`src/rtl/ctrl_pkg.sv`:
```
// Shared encodings for the multi-cycle RV64 sequencing controller:
// FSM states, opcode/funct constants, ALU operation codes and instruction classes.
package ctrl_pkg;

  typedef enum logic [2:0] {
    ST_FETCH  = 3'd0,
    ST_DECODE = 3'd1,
    ST_EXEC   = 3'd2,
    ST_MEM    = 3'd3,
    ST_WB     = 3'd4,
    ST_HALT   = 3'd7
  } state_e;

  localparam logic [6:0] OP_R    = 7'b0110011;
  localparam logic [6:0] OP_IALU = 7'b0010011;
  localparam logic [6:0] OP_LD   = 7'b0000011;
  localparam logic [6:0] OP_SD   = 7'b0100011;
  localparam logic [6:0] OP_BEQ  = 7'b1100011;

  localparam logic [2:0] F3_ADD = 3'b000;
  localparam logic [2:0] F3_OR  = 3'b110;
  localparam logic [2:0] F3_AND = 3'b111;
  localparam logic [2:0] F3_DW  = 3'b011;
  localparam logic [2:0] F3_BEQ = 3'b000;

  localparam logic [3:0] ALU_AND = 4'b0000;
  localparam logic [3:0] ALU_OR  = 4'b0001;
  localparam logic [3:0] ALU_ADD = 4'b0010;
  localparam logic [3:0] ALU_SUB = 4'b0110;

  typedef enum logic [2:0] {
    CLS_NONE = 3'd0,
    CLS_R    = 3'd1,
    CLS_IALU = 3'd2,
    CLS_LD   = 3'd3,
    CLS_SD   = 3'd4,
    CLS_BEQ  = 3'd5
  } class_e;

endpackage

```
`src/rtl/ctrl_decode.sv`:
```
// Combinational instruction classifier: maps opcode/funct3/funct7[5] to an
// instruction class, the ALU operation it needs, and an illegal flag.
module ctrl_decode
  import ctrl_pkg::*;
(
  input  logic [6:0] opcode,
  input  logic [2:0] funct3,
  input  logic       funct7_5,
  output class_e     cls,
  output logic [3:0] alu_op,
  output logic       illegal
);

  // Opcode/funct classification; anything not explicitly supported is illegal
  always_comb begin
    cls     = CLS_NONE;
    alu_op  = ALU_ADD;
    illegal = 1'b0;
    case (opcode)
      OP_R: begin
        cls = CLS_R;
        case ({funct3, funct7_5})
          {F3_ADD, 1'b0}: alu_op = ALU_ADD;
          {F3_ADD, 1'b1}: alu_op = ALU_SUB;
          {F3_AND, 1'b0}: alu_op = ALU_AND;
          {F3_OR,  1'b0}: alu_op = ALU_OR;
          default:        illegal = 1'b1;
        endcase
      end
      OP_IALU: begin
        cls = CLS_IALU;
        case (funct3)
          F3_ADD:  alu_op = ALU_ADD;
          F3_AND:  alu_op = ALU_AND;
          F3_OR:   alu_op = ALU_OR;
          default: illegal = 1'b1;
        endcase
      end
      OP_LD: begin
        cls = CLS_LD;
        if (funct3 == F3_DW) begin
          illegal = 1'b0;
        end else begin
          illegal = 1'b1;
        end
      end
      OP_SD: begin
        cls = CLS_SD;
        if (funct3 == F3_DW) begin
          illegal = 1'b0;
        end else begin
          illegal = 1'b1;
        end
      end
      OP_BEQ: begin
        cls    = CLS_BEQ;
        alu_op = ALU_SUB;
        if (funct3 == F3_BEQ) begin
          illegal = 1'b0;
        end else begin
          illegal = 1'b1;
        end
      end
      default: illegal = 1'b1;
    endcase
  end

endmodule

```
`src/rtl/multicycle_control.sv`:
```
// Multi-cycle FETCH/DECODE/EXEC/MEM/WB sequencer for the RV64 datapath with
// memory-ready handshake, bus timeout, sticky halt and retired-instruction count.
module multicycle_control
  import ctrl_pkg::*;
#(
  parameter int MEM_TIMEOUT = 16,
  parameter int CNT_W       = 32
) (
  input  logic             clk,
  input  logic             reset,
  input  logic [6:0]       opcode,
  input  logic [2:0]       funct3,
  input  logic             funct7_5,
  input  logic             zero,
  input  logic             mem_ready,
  output logic             pc_write,
  output logic             pc_src,
  output logic             ir_write,
  output logic             mem_read,
  output logic             mem_write,
  output logic             mem_to_reg,
  output logic             reg_write,
  output logic             alusrc,
  output logic [3:0]       alu_ctrl,
  output logic             halted,
  output logic             bus_err,
  output logic [CNT_W-1:0] retired,
  output logic [2:0]       state_dbg
);

  localparam int TO_W = (MEM_TIMEOUT > 2) ? $clog2(MEM_TIMEOUT) : 1;
  localparam bit TO_EN = (MEM_TIMEOUT != 0);
  localparam logic [TO_W-1:0] TO_LIMIT = TO_EN ? TO_W'(MEM_TIMEOUT - 1) : {TO_W{1'b0}};

  state_e           state_r, next_state_s;
  class_e           cls_r, dec_cls_s;
  logic [3:0]       alu_r, dec_alu_s;
  logic             dec_illegal_s;
  logic [TO_W-1:0]  to_cnt_r;
  logic [CNT_W-1:0] retired_r;
  logic             halted_r, bus_err_r;
  logic             wait_s, timeout_s;
  logic             latch_cls_s, retire_s, set_halt_s, set_bus_err_s;

  ctrl_decode u_decode (
    .opcode   (opcode),
    .funct3   (funct3),
    .funct7_5 (funct7_5),
    .cls      (dec_cls_s),
    .alu_op   (dec_alu_s),
    .illegal  (dec_illegal_s)
  );

  // Waiting on memory in a handshake state; the limit cycle only errors without mem_ready
  assign wait_s    = ((state_r == ST_FETCH) || (state_r == ST_MEM)) && !mem_ready;
  assign timeout_s = TO_EN && wait_s && (to_cnt_r == TO_LIMIT);

  // State register
  always_ff @(posedge clk) begin
    if (!reset) begin
      state_r <= ST_FETCH;
    end else begin
      state_r <= next_state_s;
    end
  end

  // Next-state logic and bookkeeping strobes
  always_comb begin
    next_state_s  = state_r;
    latch_cls_s   = 1'b0;
    retire_s      = 1'b0;
    set_halt_s    = 1'b0;
    set_bus_err_s = 1'b0;
    case (state_r)
      ST_FETCH: begin
        if (mem_ready) begin
          next_state_s = ST_DECODE;
        end else if (timeout_s) begin
          next_state_s  = ST_HALT;
          set_halt_s    = 1'b1;
          set_bus_err_s = 1'b1;
        end else begin
          next_state_s = ST_FETCH;
        end
      end
      ST_DECODE: begin
        if (dec_illegal_s) begin
          next_state_s = ST_HALT;
          set_halt_s   = 1'b1;
        end else begin
          next_state_s = ST_EXEC;
          latch_cls_s  = 1'b1;
        end
      end
      ST_EXEC: begin
        case (cls_r)
          CLS_R, CLS_IALU: next_state_s = ST_WB;
          CLS_LD, CLS_SD:  next_state_s = ST_MEM;
          CLS_BEQ: begin
            next_state_s = ST_FETCH;
            retire_s     = 1'b1;
          end
          default: begin
            next_state_s = ST_HALT;
            set_halt_s   = 1'b1;
          end
        endcase
      end
      ST_MEM: begin
        if (mem_ready) begin
          case (cls_r)
            CLS_LD: next_state_s = ST_WB;
            CLS_SD: begin
              next_state_s = ST_FETCH;
              retire_s     = 1'b1;
            end
            default: begin
              next_state_s = ST_HALT;
              set_halt_s   = 1'b1;
            end
          endcase
        end else if (timeout_s) begin
          next_state_s  = ST_HALT;
          set_halt_s    = 1'b1;
          set_bus_err_s = 1'b1;
        end else begin
          next_state_s = ST_MEM;
        end
      end
      ST_WB: begin
        next_state_s = ST_FETCH;
        retire_s     = 1'b1;
      end
      ST_HALT: next_state_s = ST_HALT;
      default: begin
        next_state_s = ST_HALT;
        set_halt_s   = 1'b1;
      end
    endcase
  end

  // Class latch, timeout counter, retire counter and sticky error flags
  always_ff @(posedge clk) begin
    if (!reset) begin
      cls_r     <= CLS_NONE;
      alu_r     <= ALU_AND;
      to_cnt_r  <= {TO_W{1'b0}};
      retired_r <= {CNT_W{1'b0}};
      halted_r  <= 1'b0;
      bus_err_r <= 1'b0;
    end else begin
      if (latch_cls_s) begin
        cls_r <= dec_cls_s;
        alu_r <= dec_alu_s;
      end
      if (wait_s && (next_state_s == state_r)) begin
        to_cnt_r <= to_cnt_r + 1'b1;
      end else begin
        to_cnt_r <= {TO_W{1'b0}};
      end
      if (retire_s) begin
        retired_r <= retired_r + 1'b1;
      end
      if (set_halt_s) begin
        halted_r <= 1'b1;
      end
      if (set_bus_err_s) begin
        bus_err_r <= 1'b1;
      end
    end
  end

  // Datapath controls; everything is forced low while reset is held
  always_comb begin
    pc_write   = 1'b0;
    pc_src     = 1'b0;
    ir_write   = 1'b0;
    mem_read   = 1'b0;
    mem_write  = 1'b0;
    mem_to_reg = 1'b0;
    reg_write  = 1'b0;
    alusrc     = 1'b0;
    alu_ctrl   = 4'b0000;
    state_dbg  = 3'd0;
    if (!reset) begin
      state_dbg = 3'd0;
    end else begin
      state_dbg = state_r;
      case (state_r)
        ST_FETCH: begin
          mem_read = 1'b1;
          ir_write = mem_ready;
        end
        ST_EXEC: begin
          case (cls_r)
            CLS_R: begin
              alusrc   = 1'b0;
              alu_ctrl = alu_r;
            end
            CLS_IALU: begin
              alusrc   = 1'b1;
              alu_ctrl = alu_r;
            end
            CLS_LD, CLS_SD: begin
              alusrc   = 1'b1;
              alu_ctrl = ALU_ADD;
            end
            CLS_BEQ: begin
              alusrc   = 1'b0;
              alu_ctrl = ALU_SUB;
              pc_write = 1'b1;
              pc_src   = zero;
            end
            default: alu_ctrl = 4'b0000;
          endcase
        end
        ST_MEM: begin
          case (cls_r)
            CLS_LD: mem_read = 1'b1;
            CLS_SD: begin
              mem_write = 1'b1;
              pc_write  = mem_ready;
            end
            default: mem_read = 1'b0;
          endcase
        end
        ST_WB: begin
          reg_write  = 1'b1;
          mem_to_reg = (cls_r == CLS_LD);
          pc_write   = 1'b1;
        end
        default: pc_write = 1'b0;
      endcase
    end
  end

  assign halted  = reset & halted_r;
  assign bus_err = reset & bus_err_r;
  assign retired = reset ? retired_r : {CNT_W{1'b0}};

endmodule
```
`config.mk`:
```
export PLATFORM = sky130hd
export DESIGN_NAME = multicycle_control
export DESIGN_NICKNAME = d
export VERILOG_FILES = /design/src/rtl/ctrl_pkg.sv /design/src/rtl/ctrl_decode.sv /design/src/rtl/multicycle_control.sv
export SDC_FILE = /design/constraint.sdc
export NUM_CORES = 1
export LEC_CHECK = 0
export ABC_AREA = 1
export BUFFER_PORTS_ARGS = -buffer_cell sky130_fd_sc_hd__buf_2
export CORE_MARGIN = 3
export CORE_UTILIZATION = 30
export DETAILED_ROUTE_END_ITERATION = 8
export PLACE_DENSITY = 0.55
export SLEW_MARGIN = 10
export SYNTH_ARGS = -nofsm -noshare
export SYNTH_HDL_FRONTEND = slang
export SYNTH_SLANG_ARGS = --single-unit
```
`constraint.sdc`:
```
create_clock -name clk -period 1.9 [get_ports clk]
set_input_delay 0.19 -clock clk [delete_from_list [all_inputs] [get_ports clk]]
set_output_delay 0.19 -clock clk [all_outputs]
set_load 0.02 [all_outputs]
```
**Word-level counts from Yosys, hierarchy flattened**

Cells that the tools add are included.

- Add/sub/neg operators: 2
- Multiply operators: 0
- Div/mod/pow operators: 0
- $lt $le $gt $ge: 0
- Equal/unequal tests: 23
- Shifts and indexed selects: 0
- Multiplexer cells: 56
- Bitwise logic cells: 2
- Reduce and logical (&&, ||, !) cells: 18

Operators by type and width:

| cell | number |
|---|---|
| 1-bit 2-to-1 mux | 34 |
| 32-bit by 1-bit adder with 32-bit output (second input constant) | 1 |
| 32-bit 2-to-1 mux | 1 |
| 3-bit one-hot mux with 5 select lines | 2 |
| 4-bit one-hot mux with 3 select lines | 2 |
| 3-bit equality test (second input constant) | 6 |
| 3-bit 2-to-1 mux | 6 |
| 3-bit one-hot mux with 3 select lines | 2 |
| 3-bit by 2-bit equality test with 1-bit output (second input constant) | 5 |
| 7-bit by 6-bit equality test with 1-bit output (second input constant) | 2 |
| 4-bit equality test (second input constant) | 3 |
| 2-bit OR reduction | 5 |
| 4-bit 2-to-1 mux | 2 |
| 7-bit by 2-bit equality test with 1-bit output (second input constant) | 1 |
| 7-bit by 5-bit equality test with 1-bit output (second input constant) | 1 |
| 7-bit equality test (second input constant) | 1 |
| 3-bit by 1-bit equality test with 1-bit output (second input constant) | 2 |
| 3-bit zero test | 2 |
| 1-bit one-hot mux with 3 select lines | 2 |
| 3-bit one-hot mux with 2 select lines | 1 |
| 3-bit OR reduction | 2 |
| 1-bit one-hot mux with 5 select lines | 1 |
| 5-bit OR reduction | 1 |
| 4-bit by 1-bit adder with 4-bit output (second input constant) | 1 |
| other kinds (12) | 15 |

- Register bits: 48
- Latch bits: 0
- Bits in writable memories: 0
- Memory bits (read-only): 0
- Memories: 0

**Logic depth before layout (Yosys ltp)**

Gate-level depths: netlist (run 1).

- Depth after elaboration: 10
- Mapped depth: 10
- Depth with buffers taken out: 10

**Modules after synthesis**

From an unflattened synthesis (run 1), not the netlist that was laid out.

- Cell total of the unflattened synthesis: 587
- Area total of the unflattened synthesis: 3457.1 µm²

By module, submodules not included:

| module | instances | cells each | area an instance (µm²) |
|---|---|---|---|
| multicycle_control | 1 | 531 | 3176.8 |
| ctrl_decode | 1 | 56 | 280.3 |

**Worst setup path after synthesis (run 1)**

Ideal clock, no wire load.

- Kind: flip-flop to flip-flop
- Start: register retired_r[0]
- End: register retired_r[28]
- Setup time: 0.132 ns
- Arrival time: 1.358 ns
- Setup slack: 0.409 ns
- Cell stages (with the launch flop): 11
- Buffers on the path: 0
- Clock period less this slack: 1.491 ns
- Cells stage by stage: dfxtp_1 ha_1 inv_1 nor2_2 inv_1 nor2_2 nand2_1 nand2_1 nand2_1 nand2_1 a21oi_1

- Longest elaborated chain between the ends: 1

RTL lines:

| item | RTL line | text |
|---|---|---|
| start: declaration | multicycle_control.sv:40 | `logic [CNT_W-1:0] retired_r;` |
| start signal: assignment | multicycle_control.sv:148 | `retired_r <= {CNT_W{1'b0}};` |
| start signal: assignment | multicycle_control.sv:162 | `retired_r <= retired_r + 1'b1;` |
| 32-bit by 1-bit adder with 32-bit output | multicycle_control.sv:162 |  |

Every way passes these cells.
A chain may end at the register's enable or synchronous reset.

**Worst setup path after layout (run 1)**

- Start: register cls_r[0]
- End: output pc_write

- Longest elaborated chain between the ends: 4
- Elaborated cells between the ends (all ways): 6
- Those cells by class: eq/ne (2); mux (4)

RTL lines:

| item | RTL line | text |
|---|---|---|
| start: declaration | multicycle_control.sv:36 | `class_e cls_r, dec_cls_s;` |
| start signal: assignment | multicycle_control.sv:153 | `cls_r <= dec_cls_s;` |
| 3-bit equality test, on equally long branches | multicycle_control.sv:218, multicycle_control.sv:195 |  |
| 1-bit 2-to-1 mux, on equally long branches | multicycle_control.sv:218, multicycle_control.sv:195 |  |
| 1-bit one-hot mux with 3 select lines (*) | multicycle_control.sv:189 | `case (state_r)` |
| 1-bit 2-to-1 mux (*) | multicycle_control.sv:185 | `if (!reset) begin` |
| end: declaration | multicycle_control.sv:16 | `output logic pc_write,` |

Mark *: on every way between the ends. The rest lies on a longest branch, timed or not.

==> results by group, run 1 <==
STA
  – Hold violation total from the final report: 0
  – Final period utilization: 0.9574
  – Number of pins exceeding their max-slew limit in the final report: 0
  – Fin crit period: roughly 1.8 ns
  – Post-route clock skew: about 0.0046 ns
  – RSZ-0062 raised after global routing: true
  – FMAX: 549.8 MHz
  – Number of setup violations in the final report: 0

Min path
  – Worst Hold Class: in -> reg
  – Hold Path Stages: 4

Yosys
  – Distinct cells, synth: 37
  – Number of standard cells after synthesis: 571
  – Sequential-to-total area share from yosys stat: 0.2801
  – Combined area of all synthesized cells: between 3000 and 4000 sq um
  – Ys Warns: 0
  – Register bit total from synthesis: 47
  – Syn nets: 588
  – Mean instance size in the synthesized netlist: approximately 5.9 sq um

Setup path
  – Most frequent cell on the critical path: nor2_2
  – Largest delay share family, worst path: simple AND/OR/NAND/NOR gates
  – Startpoint types: register
  – Buffers and inverters on the worst path: 3
  – Max incr delay on CP: 0.36 ns
  – CP required: approximately 1.7 ns
  – Worst r2r path cells: 10
  – Cell with the largest stage delay on the worst path: dfxtp_2
  – Max Fanout on Critical Path: 28
  – WP data arrival: about 1.6 ns
  – Logic depth of the worst setup path including buffers: 9
  – Critical Path Sink Type: primary output
  – Startpoint-to-endpoint class of the critical path: reg -> out
  – Cells along the critical path: inv_1 > nor2_2 > nand2_2 > nor2_2 > nor2_2 > nand2_4 > inv_8 > nor2_4 > buf_4

Clocking
  – Clk sink count: 47
  – CTS clock-pin slew for the worst setup and hold paths: 0.10 ns
  – TritonCTS clock tree: built
  – Number of buffers created by CTS: 5
  – H-Tree Level Count: 2
  – Cell at the root of the clock tree: clkbuf_8
  – Clock latency of the later-clocked register in the worst-skew pair: 0.30 ns
  – Longest Clk Path Bufs: 2

Power and ir drop
  – Power per cell area: 698.3 nW/um^2
  – IR Drop Worst-Case VDD: 0.6256 mV
  – Leakage power: 1.928 nW
  – Final total power: 0.002789 W

Final layout
  – Share of post-route cells with drive strength above 1: 0.1925
  – Antenna diodes: 0
  – Final non-filler cell total: slightly below 800
  – Number of inserted filler cells in the final layout: 1212
  – Post-synthesis to final-layout area growth: 18.88%
  – # nets final: 655

Global route
  – Overall track demand over capacity in global routing: 0.1514
  – Vias in the first global route: 3527
  – Initial antenna violation count: 0
  – Wire length of the first global-routing pass: 16060 microns
  – Total grt overflow: 0
  – Maximum number of pins on one net before global-route repair: 29

Floorplan
  – Horiz. Die Dim: 111.8 microns
  – Full die area: 12500 sq um
  – Core Footprint: 10890 sq um
  – Floorplan row count: 38
  – IO Pins: 64
  – Starting Density: 0.3085
  – Die H: 111.8 microns

Place
  – HPWL after DPL: 7445 microns
  – Placed Cells: 769
  – Final RePlAce weighted congestion: approximately 0.92
  – Count of port buffers added during placement: between 60 and 70

Drt
  – Total DRC errors in the routed layout: 0
  – Average wire per standard cell: 12.10 microns
  – Number of vias per cell after detailed routing: roughly 4.7
  – Initial DRC Count: 225
  – First-pass iteration count of the detailed router: 5
  – Remaining antenna violation count after routing: 0
  – Number of vias after detailed routing: approximately 3700
  – Total wirelength of the detailed-routed design: 9424 microns

Run status
  – Outcome: complete, no violations

Flow run
  – Count of max-cap constraint violations: 0
[metrics by stage]
| step | utilization | cell area, sq um | hold WS, ns | setup TNS, ns | setup slack (ns) |
|---|---|---|---|---|---|
| global route | 0.3668 | 3994 | 0.1981 | -0.04723 | -0.03735 |
| global placement | 0.3529 | 3842 | 0.4481 | 0 | 0.2534 |
| CTS | 0.3639 | 3963 | 0.1894 | 0 | 0.004225 |
| floorplan | - | 3359 | 0.3789 | 0 | 0.4093 |
| detailed placement | 0.3529 | 3842 | 0.4426 | 0 | 0.1974 |
| finish | 0.3668 | 3994 | 0.1955 | 0 | 0.08100 |
[layout by cell type (no fill, tap or decap), types with 3 or more instances in the layout]
master,instances
nand2_1,205
inv_1,76
nor2_1,61
buf_2,61
dfxtp_1,41
a21oi_1,34
nor3_1,26
nand3_1,18
buf_4,14
nor2_2,9
nand4_1,9
o21ai_0,9
xor2_1,9
a31oi_1,6
nand3b_1,6
dfxtp_2,6
inv_2,5
nor3_2,5
clkbuf_8,5
nand2_2,3
nor2_4,3
xnor2_1,3
and3_1,3
[sequential cells by signal, summed over array words and instances, names as in the netlist]
register	cells
alu_r	3
bus_err_r	1
cls_r	3
halted_r	1
retired_r	32
state_r	3
to_cnt_r	4
[final cells by class]
class                   instances  area, sq um  share of cell area
multi-input cells             426         2021              0.5060
clock inverters                 3        43.79             0.01096
flip-flops and latches         47        948.4              0.2375
repair buffers                 76        421.7              0.1056
well taps                     140        175.2             0.04386
clock buffers                   5        68.82             0.01723
inverters                      82        315.3             0.07895
[cells in the mapped netlist]
| cell | count | share of area |
|---|---|---|
| o21a_1 | 1 | 0.0022 |
| buf_2 | 5 | 0.0074 |
| conb_1 | 1 | 0.0011 |
| nand3_2 | 2 | 0.0060 |
| o22a_1 | 1 | 0.0026 |
| a31oi_1 | 6 | 0.011 |
| nand2_4 | 1 | 0.0034 |
| inv_6 | 1 | 0.0026 |
| nand2_1 | 207 | 0.23 |
| o21ai_0 | 9 | 0.013 |
| buf_4 | 1 | 0.0022 |
| o41ai_1 | 1 | 0.0026 |
| nor3b_1 | 2 | 0.0045 |
| nand4_1 | 9 | 0.017 |
| nand3_1 | 18 | 0.027 |
| nand4_2 | 2 | 0.0074 |
| nor2_4 | 3 | 0.010 |
| a22oi_1 | 1 | 0.0022 |
| nand3b_1 | 6 | 0.013 |
| xnor2_1 | 3 | 0.0078 |
| o21ai_2 | 1 | 0.0026 |
| xor2_1 | 9 | 0.023 |
| inv_2 | 5 | 0.0056 |
| clkbuf_1 | 7 | 0.0078 |
| a21oi_1 | 34 | 0.051 |
| nor3_1 | 26 | 0.039 |
| nand2_2 | 1 | 0.0019 |
| nor3_4 | 1 | 0.0048 |
| nor3_2 | 5 | 0.015 |
| inv_1 | 76 | 0.085 |
| buf_6 | 3 | 0.010 |
| dfxtp_1 | 47 | 0.28 |
| nor2_1 | 62 | 0.069 |
| nor2_2 | 8 | 0.015 |
| ha_1 | 2 | 0.0074 |
| a21boi_0 | 1 | 0.0022 |
| and3_1 | 3 | 0.0056 |
[tightest hold or removal path: stages]
cell and delay (ns):
buf_2 0.10, nor2_1 0.04, nor2_1 0.08, nor2_1 0.05
[routing by layer]
layer / part of all wire / vias to the layer above / track usage / wire length, microns
met4: 0.013 / 0 / 0.02839 / 120
met1: 0.45 / 1623 / 0.1994 / 4247
met5: 0 / - / 0 / 0
met3: 0.069 / 11 / 0.02826 / 648
met2: 0.47 / 118 / 0.2602 / 4408
li1: - / 1914 / - / -
[final timing paths]
check,slack (ns),endpoint,startpoint
worst min-delay path,0.20,alu_r[0],funct3[0]
worst min register to register,0.46,bus_err_r,bus_err_r
worst max register to register,0.17,retired_r[4],cls_r[0]
worst max-delay path,0.08,pc_write,cls_r[0]
[what timing repair did]
| item | in CTS | in global routing |
|---|---|---|
| setup endpoints to repair | 1 | 22 |
| pin swaps | 1 | 2 |
| buffers inserted | 1 | 1 |
| hold buffers | 0 | 0 |
| resized for setup | 0 | 13 |
[report_power, final]
group          internal [W]  switching (W)  total (W)  leakage, nW
Combinational      0.000267       0.000642   0.000909         1.49
Sequential          0.00105      0.0000731    0.00112        0.382
Clock              0.000393       0.000363   0.000756       0.0581
[logic make-up after synthesis]
group	share of synthesized area
simple gates	0.4696
flops	0.2801
compound gates	0.08976
buf+inv	0.1207
other cells	0.001116
fa+ha+maj	0.007448
xor+xnor	0.03129
No activity file was read; power rests on OpenSTA's default activity.
==> run 2, diff against run 1 <==
--- a/config.mk
+++ b/config.mk
@@ -14,4 +14,5 @@
 export SLEW_MARGIN = 10
 export SYNTH_ARGS = -nofsm -noshare
 export SYNTH_HDL_FRONTEND = slang
+export SYNTH_HIERARCHICAL = 1
 export SYNTH_SLANG_ARGS = --single-unit
==> run 2 against run 1 <==
- register-to-register slack worse by 0.02 ns
- worst setup slack better by 0.069 ns
- final cell count up 1.8%
- clock-buffer cell count up 1
- worst hold slack better by 0.0019 ns
- largest power group unchanged
- via count up 1.9%
- core utilization up 0.71 points
- synthesized area up 2.9%
- design area up 3.3%
- total power up 11%
- sequential cell count up 1
==> results by group, run 2 <==
Run status
  – Outcome: complete, no violations

Clocking
  – TritonCTS clock tree: built
  – CTS clock-pin slew for the worst setup and hold paths: 0.07 ns (-0.03 ns)
  – Longest Clk Path Bufs: 2 (unchanged)
  – Cell at the root of the clock tree: clkbuf_16
  – H-Tree Level Count: 2 (unchanged)
  – Number of buffers added to fix hold violations after cts: 0 (unchanged)
  – Number of buffers created by CTS: 5 (unchanged)
  – Clock latency of the later-clocked register in the worst-skew pair: 0.29 ns (about the same)
  – Clk sink count: 48 (+2.1%)

Global route
  – Overall track demand over capacity in global routing: 0.1477 (-0.003631)
  – Vias in the first global route: 3587 (+1.7%)
  – Initial antenna violation count: 0 (unchanged)
  – Maximum number of pins on one net before global-route repair: 46 (+59%)
  – Wire length of the first global-routing pass: 16120 microns (+0.39%)
  – Total grt overflow: 0 (unchanged)

Final layout
  – Flip-flop count of the largest register, all copies and words added: 32 (unchanged)
  – Commonest cells after routing, fill and taps aside: nand2_1, inv_1, nor2_1, buf_2, dfxtp_1
  – # nets final: 669 (+2.1%)
  – Post-route cell area: 4124 sq um (+3.3%)
  – Sequential cell area: 967.2 sq um (+2.0%)
  – Number of inserted filler cells in the final layout: 1273 (+5.0%)
  – Post-synthesis to final-layout area growth: 19.29%
  – Most common library cell in the layout ignoring fill and taps: nand2_1
  – Register with the most flip-flops: retired_r
  – Final non-filler cell total: 793 (+1.8%)
  – Area taken by multi-input logic gates: 2072 sq um (+2.5%)
  – Antenna diodes: 0 (unchanged)
  – Largest regs: retired_r: 32 flops, alu_r: 4 flops, to_cnt_r: 4 flops
  – Share of post-route cells with drive strength above 1: 0.1884 (-0.004127)

Power and ir drop
  – Power per cell area: 749.5 nW/um^2 (+7.3%)
  – Fraction of power consumed by sequential logic: 0.376 (-0.027)
  – Combinational share of power: 0.300 (-0.026)
  – Fraction of power consumed by the clock network: 0.325 (+0.054)
  – Sw Pwr: 0.001095 W (+1.6%)
  – Switching portion of total power: 0.3542 (-0.03233)
  – Leakage power: 1.986 nW (+3.0%)
  – IR Drop Worst-Case VDD: 0.5180 mV (-17%)
  – Cell-internal power: 0.001996 W (+17%)

Setup path
  – Max incr delay on CP: 0.39 ns (+0.03 ns)
  – Largest delay share family, worst path: buffers and inverters
  – WP data arrival: 1.99 ns (+0.36 ns)
  – Critical Path Sink Type: register
  – Startpoint types: register
  – Buffers and inverters on the worst path: 3 (unchanged)
  – Max Fanout on Critical Path: 15 (-46%)
  – Cells along the critical path: inv_2 > nor2_4 > nand2_1 > nor2_1 > nor2_1 > nand2_4 > buf_4 > buf_4 > nand3_2 > o21ai_1 > o21a_1
  – CP required: 2.14 ns (+0.43 ns)
  – Startpoint-to-endpoint class of the critical path: reg -> reg
  – Cell with the largest stage delay on the worst path: dfxtp_2

Drt
  – Remaining antenna violation count after routing: 0 (unchanged)
  – Total DRC errors in the routed layout: 0 (unchanged)
  – Initial DRC Count: 184 (-18%)
  – Average wire per standard cell: 11.77 microns (-2.7%)
  – Number of vias after detailed routing: 3734 (+1.9%)
  – Total wirelength of the detailed-routed design: 9332 microns (-0.98%)
  – Number of vias per cell after detailed routing: 4.709 (about the same)
  – First-pass iteration count of the detailed router: 4 (-1)

Floorplan
  – Core Footprint: 11030 sq um (+1.3%)
  – Floorplan row count: 38 (unchanged)
  – Die H: 113.3 microns (+1.4%)
  – Full die area: 12850 sq um (+2.7%)
  – Starting Density: 0.3134 (+0.004858)
  – Horiz. Die Dim: 113.3 microns (+1.4%)
  – IO Pins: 64 (unchanged)

Yosys
  – Fraction of synthesized cell area taken by the top area cell type: 0.2780 (-0.002116)
  – Ys Warns: 6 (+6)
  – Combined area of all synthesized cells: 3457 sq um (+2.9%)
  – Number of flops mapped to enable cells by yosys: 0 (unchanged)
  – Sequential-to-total area share from yosys stat: 0.2780 (-0.002116)
  – Number of standard cells after synthesis: 587 (+2.8%)
  – Count leader, synth: nand2_1
  – Mean instance size in the synthesized netlist: 5.889 sq um (+0.10%)
  – Register bit total from synthesis: 48 (+2.1%)
  – Cell types with the largest area share after synthesis: dfxtp_1, nand2_1, inv_1
  – Ys flop type: dfxtp_1
  – Syn nets: 604 (+2.7%)
  – Commonest cells in the synthesized netlist: nand2_1, inv_1, nor2_1, dfxtp_1, nand3_1
  – Distinct cells, synth: 43 (+16%)
  – Post-synthesis cell type with the largest combined area: dfxtp_1
  – Asr flop ratio synth: 0 (unchanged)

Place
  – Placed Cells: 783 (+1.8%)
  – DP Worst Slack: 0.1602 ns (-0.03714 ns)
  – Count of port buffers added during placement: 63 (+1.6%)
  – HPWL after DPL: 7320 microns (-1.7%)
  – Total cell area at the placement stage: 3914 sq um (+1.9%)
  – Final RePlAce weighted congestion: 0.8529 (-7.4%)

Min path
  – Worst Hold Class: in -> reg

STA
  – FMAX: 571.4 MHz (+3.9%)
  – Worst Slack Setup Final: 0.1500 ns (+0.06901 ns)
  – Hold violation total from the final report: 0 (unchanged)
  – Fin crit period: 1.750 ns (-0.06901 ns)
  – Post-route clock skew: 0.01129 ns (+0.006687 ns)
  – Number of setup violations in the final report: 0 (unchanged)
  – Final period utilization: 0.9210 (-0.03632)
  – Fin Setup TNS: 0 ns (unchanged)
  – Number of pins exceeding their max-slew limit in the final report: 0 (unchanged)

Flow run
  – Count of max-cap constraint violations: 0 (unchanged)
==> run 2: changes by cell type after synthesis, moves of 4 or more <==
| cell | previous run | this run |
|---|---|---|
| o21ai_0 | 9 | 16 |
| nand3_1 | 18 | 36 |
| xor2_1 | 9 | 2 |
| buf_2 | 5 | 0 |
| nor2_1 | 62 | 82 |
| nand2_1 | 207 | 175 |
| nand4_1 | 9 | 5 |
| a31oi_1 | 6 | 2 |
| inv_1 | 76 | 83 |
| inv_2 | 5 | 9 |
| nand2_2 | 1 | 6 |
==> run 2: layout make-up <==
class	instances	area share
inverters	94	0.08556
multi-input cells	432	0.5024
clock buffers	6	0.03125
repair buffers	71	0.09527
clock inverters	2	0.008495
well taps	140	0.04248
flip-flops and latches	48	0.2345
==> run 2: worst paths after layout <==
kind	start	end	slack, ns	cells after the start
hold reg to reg	bus_err_r	bus_err_r	0.45	2
hold / removal	mem_ready	bus_err_r	0.20	2
setup reg to reg	state_r[1]	retired_r[4]	0.15	11
setup / recovery	state_r[1]	retired_r[4]	0.15	11
==> run 2: worst reg2reg max path, stage by stage (launching register included) <==
cell and delay [ns]:
dfxtp_2 0.39, inv_2 0.10, nor2_4 0.09, nand2_1 0.07
nor2_1 0.09, nor2_1 0.07, nand2_4 0.08, buf_4 0.20
buf_4 0.24, nand3_2 0.10, o21ai_1 0.13, o21a_1 0.13
==> run 2: kinds of logic (layout without fill, tap and decap cells) <==
family / Yosys count / count (layout) / share of synthesized area
XOR/XNOR: 3 / 3 / 0.007602
AND/OR/NAND/NOR: 365 / 365 / 0.4814
adder cells (fa/ha/maj): 2 / 2 / 0.007237
other: 1 / 1 / 0.001085
buffers and inverters: 107 / 173 / 0.1285
AO/OA/AOI/OAI: 61 / 61 / 0.09628
flip-flops: 48 / 48 / 0.2780
==> run 2: per-layer routing <==
layer | share of wire | vias up | wire length (microns) | global-route usage
met2 | 0.48 | 96 | 4514 | 0.2646
met3 | 0.046 | 11 | 433 | 0.02406
li1 | - | 1973 | - | -
met1 | 0.46 | 1654 | 4301 | 0.1876
met4 | 0.0090 | 0 | 84 | 0.02804
met5 | 0 | - | 0 | 0
==> run 2: power groups by stage <==
stage | Combinational [W] | Sequential [W] | Clock (W)
finish | 0.000926 | 0.00116 | 0.00100
global route | 0.00105 | 0.00117 | 0.00108
CTS | 0.000915 | 0.00115 | 0.00104
detailed placement | 0.000890 | 0.00117 | 0
global placement | 0.000889 | 0.00116 | 0
floorplan | 0.000724 | 0.00115 | 0
==> run 2: repair_timing <==
action / CTS / global route
setup buffers: 2 / 0
endpoints found under the setup margin: 3 / 9
resized for setup: 2 / 10
pin swaps: 1 / 1
==> run 2: through the flow <==
| stage | utilization | hold WS (ns) | power, W |
|---|---|---|---|
| final | 0.3739 | 0.1975 | 0.003091 |
| after global routing | 0.3739 | 0.2003 | 0.003300 |
| after CTS | 0.3713 | 0.1910 | 0.003108 |
| after detailed placement | 0.3548 | 0.4391 | 0.002062 |
| after global placement | 0.3548 | 0.4305 | 0.002053 |
| after floorplan | - | 0.2920 | 0.001875 |
